<file path="config.mk">
export PLATFORM = sky130hd
export DESIGN_NAME = altera_safe_rr_arbiter
export DESIGN_NICKNAME = d
export VERILOG_FILES = /design/src/rtl/altera_safe_rr_arbiter.sv
export SDC_FILE = /design/constraint.sdc
export NUM_CORES = 1
export LEC_CHECK = 0
export CAP_MARGIN = 20
export CORE_MARGIN = 2
export CORE_UTILIZATION = 40
export CTS_CLUSTER_SIZE = 40
export DETAILED_ROUTE_END_ITERATION = 16
export PLACE_DENSITY = 0.67
export SLEW_MARGIN = 20
export SYNTH_ARGS = -nofsm -noshare
export SYNTH_HDL_FRONTEND = slang
export SYNTH_SLANG_ARGS = --single-unit
</file>
<file path="constraint.sdc">
create_clock -name clk -period 1.97 [get_ports clk]
set_input_delay 0.4925 -clock clk [delete_from_list [all_inputs] [get_ports clk]]
set_output_delay 0.4925 -clock clk [all_outputs]
set_load 0.05 [all_outputs]
</file>
<file path="src/rtl/altera_safe_rr_arbiter.sv">
`default_nettype none
// +--------------------------------------------------------------------------+
// | Module   : altera_safe_rr_arbiter                                        |
// | Purpose  : Round-robin arbiter with a registered one-hot grant, a dead   |
// |            cycle between owners and a self-recovering "safe" FSM.        |
// |            Define ALTERA_SAFE_ARB_WATCHDOG_EN to add the hold watchdog.  |
// | Revision : 1.0  initial release                                          |
// +--------------------------------------------------------------------------+
module altera_safe_rr_arbiter #(
  parameter int NREQ     = 4,
  parameter int MAX_HOLD = 16
) (
  input  logic                    clk,
  input  logic                    reset_n,
  input  logic [NREQ-1:0]         req,
  output logic [NREQ-1:0]         grant,
  output logic [$clog2(NREQ)-1:0] grant_id,
  output logic                    busy,
  output logic                    timeout,
  output logic                    fsm_err
);

  localparam int IW = $clog2(NREQ);
  localparam logic [NREQ-1:0] c_lsb = NREQ'(1);

  typedef enum logic [1:0] {
    ST_IDLE = 2'd0,
    ST_OWN  = 2'd1,
    ST_GAP  = 2'd2
  } state_t;

  if ((NREQ < 2) || (NREQ > 16) || (MAX_HOLD < 2)) begin : g_param_check
    $error("altera_safe_rr_arbiter: NREQ must be 2..16 and MAX_HOLD >= 2");
  end

  // Plain 2-bit vector rather than state_t so the unused code 3 stays representable.
  (* syn_encoding = "safe" *) logic [1:0] r_state;
  logic [1:0]      w_state_nxt;
  logic [IW-1:0]   r_ptr;
  logic [IW-1:0]   w_ptr_nxt;
  logic [NREQ-1:0] w_grant_nxt;
  logic [IW-1:0]   w_id_nxt;
  logic            w_busy_nxt;
  logic            w_err_nxt;
  logic [NREQ-1:0] w_mask;
  logic [NREQ-1:0] w_elig;
  logic            w_expire;
  logic            w_found;
  logic [IW-1:0]   w_win;
  logic [IW-1:0]   w_idx;

  assign w_elig = req & ~w_mask;

  always_comb begin
    w_found = 1'b0;
    w_win   = '0;
    w_idx   = '0;
    for (int k = 0; k < NREQ; k++) begin
      w_idx = IW'((int'(r_ptr) + k) % NREQ);
      if (!w_found && w_elig[w_idx]) begin
        w_found = 1'b1;
        w_win   = w_idx;
      end
    end
  end

  always_comb begin
    w_state_nxt = r_state;
    w_grant_nxt = grant;
    w_id_nxt    = grant_id;
    w_busy_nxt  = busy;
    w_err_nxt   = 1'b0;
    w_ptr_nxt   = r_ptr;
    case (r_state)
      ST_IDLE, ST_GAP: begin
        if (w_found) begin
          w_state_nxt = ST_OWN;
          w_grant_nxt = c_lsb << w_win;
          w_id_nxt    = w_win;
          w_busy_nxt  = 1'b1;
          w_ptr_nxt   = (w_win == IW'(NREQ-1)) ? '0 : w_win + 1'b1;
        end else begin
          w_state_nxt = ST_IDLE;
          w_grant_nxt = '0;
          w_busy_nxt  = 1'b0;
        end
      end
      ST_OWN: begin
        // A dropped request wins over watchdog expiry: it is a plain release.
        if (!req[grant_id] || w_expire) begin
          w_state_nxt = ST_GAP;
          w_grant_nxt = '0;
          w_busy_nxt  = 1'b0;
        end
      end
      default: begin
        w_state_nxt = ST_IDLE;
        w_grant_nxt = '0;
        w_id_nxt    = '0;
        w_busy_nxt  = 1'b0;
        w_err_nxt   = 1'b1;
      end
    endcase
  end

  always_ff @(posedge clk or negedge reset_n) begin
    if (!reset_n) begin
      r_state  <= ST_IDLE;
      r_ptr    <= '0;
      grant    <= '0;
      grant_id <= '0;
      busy     <= 1'b0;
      fsm_err  <= 1'b0;
    end else begin
      r_state  <= w_state_nxt;
      r_ptr    <= w_ptr_nxt;
      grant    <= w_grant_nxt;
      grant_id <= w_id_nxt;
      busy     <= w_busy_nxt;
      fsm_err  <= w_err_nxt;
    end
  end

`ifdef ALTERA_SAFE_ARB_WATCHDOG_EN
  localparam int HW = $clog2(MAX_HOLD);

  logic [HW-1:0]   r_hold;
  logic [NREQ-1:0] r_mask;
  logic            r_timeout;
  logic            w_reclaim;
  logic            w_legal;

  assign w_expire  = (r_hold == HW'(MAX_HOLD-1));
  assign w_mask    = r_mask;
  assign w_reclaim = (r_state == ST_OWN) && req[grant_id] && w_expire;
  assign w_legal   = (r_state == ST_IDLE) || (r_state == ST_OWN) || (r_state == ST_GAP);
  assign timeout   = r_timeout;

  always_ff @(posedge clk or negedge reset_n) begin
    if (!reset_n) begin
      r_hold    <= '0;
      r_mask    <= '0;
      r_timeout <= 1'b0;
    end else if (!w_legal) begin
      r_hold    <= '0;
      r_mask    <= '0;
      r_timeout <= 1'b0;
    end else begin
      r_timeout <= w_reclaim;
      // Mask the reclaimed owner until it drops its request at least once.
      r_mask    <= (r_mask & req) | (w_reclaim ? (c_lsb << grant_id) : '0);
      if (r_state != ST_OWN) begin
        r_hold <= '0;
      end else if (!w_expire) begin
        r_hold <= r_hold + 1'b1;
      end
    end
  end
`else
  assign w_expire = 1'b0;
  assign w_mask   = '0;
  assign timeout  = 1'b0;
`endif

endmodule
`default_nettype wire
</file>
==> impl_metrics.env, run 1 <==
export IMPL_path_cells="clkdlybuf4s50_1 > or3b_1 > o221ai_1 > inv_1 > ha_1 > mux2_4"
export IMPL_fp_coreArea_sq_mm=0.00147
export IMPL_ctsLongestPathBuffers=2
export IMPL_fin_cells=86
export IMPL_fin_area_sq_um=816
export IMPL_grt_pass1_wl_mm=1.84
export IMPL_cts_root_buf="clkbuf_4"
export IMPL_max_stage_delay_ns=0.47
export IMPL_postRouteAntennaNets=0
export IMPL_detail_route_iter0_violations=9
export IMPL_synth_edf_count=0
export IMPL_fillers=146
export IMPL_leakage_nw=0.435
export IMPL_period_share_pct=96.1
export IMPL_multi_input_area_sq_um=308
export IMPL_fin_hold_ws_ns=0.536
export IMPL_ys_warn_count=0
export IMPL_synth_net_count=59
export IMPL_clock_skew_final_ns=0.00173
export IMPL_path_class="input pin to register"
export IMPL_vias=442
export IMPL_post_cts_resized=0
export IMPL_grt_usage_pct=13.5
export IMPL_synth_avg_cell_area_sq_um=12.6
export IMPL_finalHoldViolCount=0
export IMPL_dpl_cell_area_sq_um=785
export IMPL_antenna_found_initial=0
export IMPL_cp_data_arrival_time_ns=2.04
export IMPL_synth_flop_cell="dfrtp_1"
export IMPL_critPathSlowestCell="clkdlybuf4s50_1"
export IMPL_ys_types=27
export IMPL_synth_seq_area_share_pct=44.7
export IMPL_clk_pin_slew_ns=0.07
export IMPL_dieHeight_um=43.2
export IMPL_p_per_area_mw_per_mm2=1710
export IMPL_hold_buffers=0
export IMPL_async_flop_share_pct=100
export IMPL_drcViolationCount=0
export IMPL_dieArea_sq_mm=0.00187
export IMPL_synthCells=49
export IMPL_endpoint_kind="register"
export IMPL_cp_data_required_time_ns=2.12
export IMPL_pre_cts_slack_ns=-0.263
export IMPL_cts_tree="done"
export IMPL_postCtsSetupBuffers=0
export IMPL_ys_seq_elements=11
export IMPL_gr_total_overflow=0
export IMPL_max_cap_viol_count=0
export IMPL_finalMaxSlewViolations=0
export IMPL_via_per_inst=5.14
export IMPL_drt_total_wl_mm=1.10
export IMPL_cp_max_fo=2
export IMPL_grt_max_degree=14
export IMPL_final_setup_tns_ns=0
export IMPL_rsz0062_at_grt="no"
export IMPL_synth_cell_area_sq_um=616
export IMPL_place_congestion=0.785
export IMPL_setup_viol=0
export IMPL_max_freq_mhz=528
export IMPL_io_buffers=13
export IMPL_grt_pass1_vias=418
export IMPL_drive_above_1_share_pct=37.1
export IMPL_fin_ws_ns=0.0770
export IMPL_status="finished, final reports clean"
export IMPL_num_rows=14
export IMPL_dr_pass1_iters=3
export IMPL_fin_crit_ns=1.89
export IMPL_ios=15
export IMPL_nets=81
export IMPL_r2r_slack_ns=0.29
export IMPL_syn2layout_area_growth_pct=32.5
export IMPL_hold_class="register to register"
export IMPL_power_mw=1.39
export IMPL_place_inst=82
export IMPL_clock_sinks=11
export IMPL_cts_buffers=3
export IMPL_routedWlPerCell_um=12.8
export IMPL_dp_hpwl_um=862
export IMPL_start_util_pct=41.8
export IMPL_startpoint_type="input pin"
export IMPL_seqCellArea_sq_um=275
export IMPL_peakVddDrop_uv=767
export IMPL_diodes=0
export IMPL_die_w_um=43.2
export IMPL_clk_latency_ns=0.26
export IMPL_final_util_pct=55.4
export IMPL_cts_htree_levels=1
## kinds of logic (layout without fill, tap and decap cells)
group / Yosys count / count (layout) / synth area share (%)
AOI/OAI and AO/OA: 16 / 16 / 20.5
DFF: 11 / 11 / 44.7
other: 1 / 1 / 0.609
buffers and inverters: 5 / 26 / 5.28
and+or+nand+nor: 9 / 9 / 13.0
adders and majority gates: 4 / 4 / 8.13
muxes: 3 / 3 / 7.72
## metal layers
| metal | up-vias | global-route usage [%] | wire length [um] |
|---|---|---|---|
| met5 | - | 0 | 0 |
| met2 | 8 | 19.4 | 492 |
| met1 | 210 | 18.2 | 562 |
| met4 | 0 | 1.82 | 0 |
| li1 | 224 | - | - |
| met3 | 0 | 7.66 | 45 |
## critical path, delay by kind of cell
| kind | cells | cell delay [ns] |
|---|---|---|
| fa+ha+maj | 1 | 0.29 |
| buf+inv | 2 | 0.56 |
| compound gates | 1 | 0.09 |
| simple gates | 1 | 0.34 |
| mux | 1 | 0.25 |
## cell usage in the layout (no fill, tap or decap), types with 2 or more instances in the layout
| cell type | Yosys | routed |
|---|---|---|
| buf_4 | 1 | 12 |
| dfrtp_1 | 11 | 11 |
| a21oi_1 | 4 | 4 |
| a32o_2 | 4 | 4 |
| ha_1 | 4 | 4 |
| clkdlybuf4s50_1 | 0 | 4 |
| inv_1 | 3 | 3 |
| clkbuf_4 | 0 | 3 |
| a21o_1 | 2 | 2 |
| dlymetal6s2s_1 | 0 | 2 |
## where the power goes
part	switching (mW)	total, mW	internal, mW	leakage (nW)
Clock	0.0701	0.148	0.0782	0.0150
Sequential	0.128	0.457	0.328	0.140
Combinational	0.438	0.786	0.348	0.280
## final timing paths
path	cells past startpoint	to	startpoint
worst max-delay path	6	r_ptr[1]	req[2]
worst min register to register	1	r_ptr[0]	r_ptr[0]
worst max register to register	5	r_ptr[1]	r_ptr[1]
max in group asynchronous	1	r_ptr[1]	reset_n
min in group asynchronous	1	grant_id[0]	reset_n
worst min-delay path	1	r_ptr[0]	r_ptr[0]
## final cells by class
| cell class | instances | area share (%) |
|---|---|---|
| clock buffer | 4 | 3.22 |
| inverter | 3 | 1.38 |
| tap | 16 | 2.45 |
| sequential | 11 | 33.7 |
| multi-input combinational | 33 | 37.7 |
| timing repair buffer | 19 | 21.5 |
## synthesized netlist by cell type (2+ instances only)
library cell | n | share of area (%)
ha_1 | 4 | 8.1
a21o_1 | 2 | 2.4
a32o_2 | 4 | 7.3
a21oi_1 | 4 | 3.3
dfrtp_1 | 11 | 45
inv_1 | 3 | 1.8
## flip-flops by register name (all words and copies together), names as in the netlist
signal,count
busy,1
fsm_err,1
grant,4
grant_id,2
r_ptr,2
r_state,1
No activity file was read; power rests on OpenSTA's default activity.
==> run 2: changes to the inputs <==
clock period = 2.2 ns   (was 1.97 ns; I/O delays follow)
==> run 2 against run 1 <==
Effect of this change: critical path depth fell by 5; total power fell by 11%; register-to-register slack improved by 0.23 ns; clock power fell by 9%; largest cell class unchanged.
==> impl_metrics.env, run 2 (synthesized netlist as in run 1, its figures left out) <==
export IMPL_syn2layout_area_growth_pct=32.1
export IMPL_cts_tree="done"
export IMPL_r2r_slack_ns=0.52
export IMPL_min_from="grant[0]"
export IMPL_hold_buffers=0
export IMPL_clk_latency_ns=0.26
export IMPL_netSwitchingPower_mw=0.566
export IMPL_comb_power_share_pct=56.4
export IMPL_r2r_end="r_ptr[1]"
export IMPL_drcViolationCount=0
export IMPL_multi_input_area_sq_um=308
export IMPL_ios=15
export IMPL_seqCellArea_sq_um=275
export IMPL_reg2regPathDepth=5
export IMPL_setup_viol=0
export IMPL_p_per_area_mw_per_mm2=1520
export IMPL_grt_max_degree=14
export IMPL_num_rows=14
export IMPL_path_cells="clkdlybuf4s50_1"
export IMPL_finalHoldViolCount=0
export IMPL_layout_commonest_cell="clkdlybuf4s50_1"
export IMPL_postCtsSetupBuffers=0
export IMPL_cts_buffers=3
export IMPL_fillers=140
export IMPL_max_stage_delay_ns=0.83
export IMPL_hold_class="register to register"
export IMPL_tightest_slew_ns=0.496
export IMPL_via_per_inst=5.08
export IMPL_routedWlPerCell_um=12.8
export IMPL_relSlewSlack_pct=66.8
export IMPL_critPathSlowestCell="clkdlybuf4s50_1"
export IMPL_seq_power_share_pct=32.7
export IMPL_clk_pin_slew_ns=0.07
export IMPL_clock_sinks=11
export IMPL_final_cell_mix="clkdlybuf4s50_1, dfrtp_1, buf_4"
export IMPL_dr_pass1_iters=3
export IMPL_leakage_nw=0.402
export IMPL_postRouteAntennaNets=0
export IMPL_io_buffers=13
export IMPL_grt_pass1_wl_mm=1.96
export IMPL_p_clk_share_pct=10.9
export IMPL_power_mw=1.24
export IMPL_diodes=0
export IMPL_fin_cells=86
export IMPL_grt_usage_pct=14.0
export IMPL_drive_above_1_share_pct=28.6
export IMPL_startpoint_type="register"
export IMPL_vias=437
export IMPL_post_cts_resized=0
export IMPL_nets=81
export IMPL_cp_data_required_time_ns=1.65
export IMPL_gr_total_overflow=0
export IMPL_p_int_mw=0.671
export IMPL_cp_max_fo=4
export IMPL_sw_frac_of_total_pct=45.8
export IMPL_max_freq_mhz=485
export IMPL_dp_hpwl_um=815
export IMPL_antenna_found_initial=0
export IMPL_endpoint_kind="primary output"
export IMPL_cts_htree_levels=1
export IMPL_dieHeight_um=43.2
export IMPL_ctsLongestPathBuffers=2
export IMPL_cp_data_arrival_time_ns=1.51
export IMPL_path_buf_inv=1
export IMPL_drt_total_wl_mm=1.11
export IMPL_max_cap_viol_count=0
export IMPL_dieArea_sq_mm=0.00187
export IMPL_die_w_um=43.2
export IMPL_pre_cts_slack_ns=-0.0971
export IMPL_status="finished, final reports clean"
export IMPL_start_util_pct=41.8
export IMPL_fp_coreArea_sq_mm=0.00147
export IMPL_hold_path_endpoint="grant[0]"
export IMPL_path_class="register to primary output"
export IMPL_period_share_pct=93.7
export IMPL_rsz0062_at_grt="no"
export IMPL_fin_hold_ws_ns=0.534
export IMPL_fin_crit_ns=2.06
export IMPL_fin_ws_ns=0.139
export IMPL_detail_route_iter0_violations=6
export IMPL_hold_depth=1
export IMPL_place_congestion=0.802
export IMPL_clock_skew_final_ns=0.00354
export IMPL_cp_top_family="buffers and inverters"
export IMPL_cts_root_buf="clkbuf_4"
export IMPL_top_register="grant"
export IMPL_largestRegisters="grant: 4 flops, grant_id: 2 flops, r_ptr: 2 flops"
export IMPL_finalMaxSlewViolations=0
export IMPL_place_inst=82
export IMPL_grt_pass1_vias=448
export IMPL_largest_register_ffs=4
export IMPL_reg2reg_from="r_ptr[1]"
export IMPL_peakVddDrop_uv=625
[run 2: worst register-to-register path: cells and delay by family (launching register included)]
| family | cells | cell delay, ns |
|---|---|---|
| AND/OR/NAND/NOR | 1 | 0.39 |
| buffers and inverters | 1 | 0.09 |
| multiplexers | 1 | 0.25 |
| adder cells (fa/ha/maj) | 1 | 0.30 |
| AO/OA/AOI/OAI | 1 | 0.09 |
| flip-flops | 1 | 0.44 |
[run 2: layer usage]
layer	part of all wire [%]	track usage, %	vias up
li1	-	-	225
met3	4.9	6.38	0
met5	0	0	-
met1	52	20.1	202
met4	0	1.82	0
met2	43	19.7	10
[run 2: area by class of cell]
type / count / area share [%]
multi-input cells: 33 / 37.8
flip-flops and latches: 11 / 33.8
repair buffers: 19 / 21.2
clock buffers: 4 / 3.23
well taps: 16 / 2.46
inverters: 3 / 1.38
[run 2: stage by stage]
stage                     setup TNS (ns)  area, sq um  utilization (%)
after floorplan                        0          616                -
after global placement           -0.0672          787             53.5
after detailed placement          -0.130          787             53.5
after CTS                              0          813             55.3
after global routing                   0          813             55.3
final                                  0          813             55.3
[run 2: worst max-delay path by stage]
stage	startpoint	to	slack [ns]	cells after the start
2_1_floorplan	req[1]	r_ptr[1]	0.40	5
3_3_place_gp	req[0]	r_ptr[1]	-0.07	7
3_5_place_dp	req[0]	r_ptr[1]	-0.1	7
4_1_cts	grant_id[0]	grant_id[0]	0.12	1
5_1_grt	grant_id[0]	grant_id[0]	0.09	1
6_report	grant_id[0]	grant_id[0]	0.14	1
[run 2: power groups by stage]
stage	Clock [mW]	Sequential (mW)	Combinational [mW]
after global placement	0	0.405	0.699
final	0.135	0.404	0.698
after CTS	0.140	0.404	0.707
after global routing	0.150	0.425	0.746
after floorplan	0	0.591	0.311
after detailed placement	0	0.405	0.705
==> run 3: changes to the inputs <==
PLACE_DENSITY = 0.69   (was 0.67)
clock period = 1.87 ns   (was 2.2 ns; I/O delays follow)
==> run 3 against run 2 <==
Effect of this change: non-clock buffer count increased by 1; combinational power increased by 20%; final cell count increased by 1.2%; utilization increased by 1.2 points; die area unchanged; critical path depth increased by 3; first-iteration DRC count decreased by 67%; register-to-register slack got worse by 0.32 ns; wire length increased by 2.6%.
==> impl_metrics.env, run 3 (synthesized netlist as in run 1, its figures left out) <==
export IMPL_cp_data_required_time_ns=2.03
export IMPL_fillers=134
export IMPL_syn2layout_area_growth_pct=35.0
export IMPL_cts_buffers=3
export IMPL_path_cells="clkdlybuf4s50_1 > mux4_2 > nor2b_4 > a32o_2"
export IMPL_multi_input_area_sq_um=323
export IMPL_postCtsSetupBuffers=0
export IMPL_rsz0062_at_grt="no"
export IMPL_place_inst=83
export IMPL_cts_htree_levels=1
export IMPL_status="finished, final reports clean"
export IMPL_final_cell_mix="buf_4, dfrtp_1, a21oi_1, a32o_2, ha_1"
export IMPL_nets=82
export IMPL_detail_route_iter0_violations=2
export IMPL_leakage_nw=0.440
export IMPL_clk_pin_slew_ns=0.07
export IMPL_largest_register_ffs=4
export IMPL_power_mw=1.48
export IMPL_ios=15
export IMPL_period_share_pct=93.2
export IMPL_drive_above_1_share_pct=43.7
export IMPL_final_util_pct=56.5
export IMPL_setup_viol=0
export IMPL_finalMaxSlewViolations=0
export IMPL_grt_max_degree=14
export IMPL_fin_cells=87
export IMPL_clock_skew_final_ns=0.00229
export IMPL_drcViolationCount=0
export IMPL_grt_pass1_wl_mm=1.96
export IMPL_antenna_found_initial=0
export IMPL_start_util_pct=41.8
export IMPL_diodes=0
export IMPL_startpoint_type="input pin"
export IMPL_max_freq_mhz=574
export IMPL_seqCellArea_sq_um=275
export IMPL_ctsLongestPathBuffers=2
export IMPL_drt_total_wl_mm=1.13
export IMPL_dr_pass1_iters=2
export IMPL_die_w_um=43.2
export IMPL_cts_tree="done"
export IMPL_grt_usage_pct=14.7
export IMPL_dieArea_sq_mm=0.00187
export IMPL_path_class="input pin to register"
export IMPL_final_setup_tns_ns=0
export IMPL_top_register="grant"
export IMPL_routedWlPerCell_um=13.0
export IMPL_fp_coreArea_sq_mm=0.00147
export IMPL_io_buffers=13
export IMPL_p_per_area_mw_per_mm2=1780
export IMPL_cp_max_fo=5
export IMPL_fin_area_sq_um=831
export IMPL_dp_hpwl_um=873
export IMPL_dieHeight_um=43.2
export IMPL_layout_commonest_cell="buf_4"
export IMPL_gr_total_overflow=0
export IMPL_clk_latency_ns=0.26
export IMPL_hold_class="input pin to asynchronous set/reset pin"
export IMPL_largestRegisters="grant: 4 flops, grant_id: 2 flops, r_ptr: 2 flops"
export IMPL_critPathSlowestCell="mux4_2"
export IMPL_fin_crit_ns=1.74
export IMPL_place_congestion=0.810
export IMPL_max_cap_viol_count=0
export IMPL_num_rows=14
export IMPL_cp_data_arrival_time_ns=1.90
export IMPL_endpoint_kind="register"
export IMPL_dpl_cell_area_sq_um=790
export IMPL_postRouteAntennaNets=0
export IMPL_finalHoldViolCount=0
export IMPL_clock_sinks=11
export IMPL_cts_root_buf="clkbuf_4"
export IMPL_max_stage_delay_ns=0.52
export IMPL_via_per_inst=5.24
export IMPL_vias=456
export IMPL_grt_pass1_vias=436
export IMPL_peakVddDrop_uv=835
-- run 3: changes by cell type in the layout (fill, tap and decap cells not counted), sizes merged --
cell           delta
clkdlybuf4s50    -10
buf               +8
dlygate4sd2       +2
dlymetal6s2s      +1
-- run 3: critical path, delay by kind of cell --
| kind | cells | cell delay (ns) |
|---|---|---|
| AND/OR/NAND/NOR | 1 | 0.16 |
| buffers and inverters | 1 | 0.49 |
| multiplexers | 1 | 0.52 |
| AO/OA/AOI/OAI | 1 | 0.26 |
-- run 3: area by class of cell --
cell class                 instances  area share (%)
clock buffer                       4            3.16
inverter                           3            1.36
multi-input combinational         33            38.9
sequential                        11            33.1
tap                               16            2.41
timing repair buffer              20            21.1
-- run 3: path summary, 6_finish.rpt --
check	slack [ns]	cells past startpoint	endpoint	startpoint
hold / removal	0.53	1	grant_id[0]	reset_n
min in group clk	0.53	1	grant[1]	grant[1]
max in group asynchronous	1.01	1	r_ptr[0]	reset_n
setup / recovery	0.13	4	grant[1]	req[3]
hold reg to reg	0.53	1	grant[1]	grant[1]
setup reg to reg	0.20	5	r_ptr[1]	r_ptr[1]
-- run 3: timing repair --
| item | CTS | global route |
|---|---|---|
| hold buffers | 0 | 0 |
| hold endpoints to repair | 0 | 0 |
| endpoints found under the setup margin | 1 | 1 |
| gates resized for setup | 3 | 3 |
| pin swaps | 0 | 1 |
-- run 3: per-stage QoR --
stage | setup WS [ns] | hold slack (ns)
after floorplan | 0.129 | 0.172
after global placement | -0.334 | 0.508
after detailed placement | -0.360 | 0.512
after CTS | 0.00398 | 0.527
after global routing | 0.108 | 0.551
final | 0.126 | 0.530
-- run 3: routing by layer --
| metal | global-route usage [%] | vias up | share of wire (%) | wire (um) |
|---|---|---|---|---|
| met4 | 5.45 | 0 | 0.79 | 9 |
| met5 | 0 | - | 0 | 0 |
| li1 | - | 225 | - | - |
| met2 | 22.7 | 7 | 49 | 553 |
| met3 | 6.38 | 2 | 3.9 | 44 |
| met1 | 18.1 | 222 | 46 | 527 |
-- run 3: power by group --
group	internal, mW	total, mW	switching, mW
sequential	0.346	0.483	0.137
clock	0.0825	0.160	0.0775
combinational	0.373	0.838	0.465
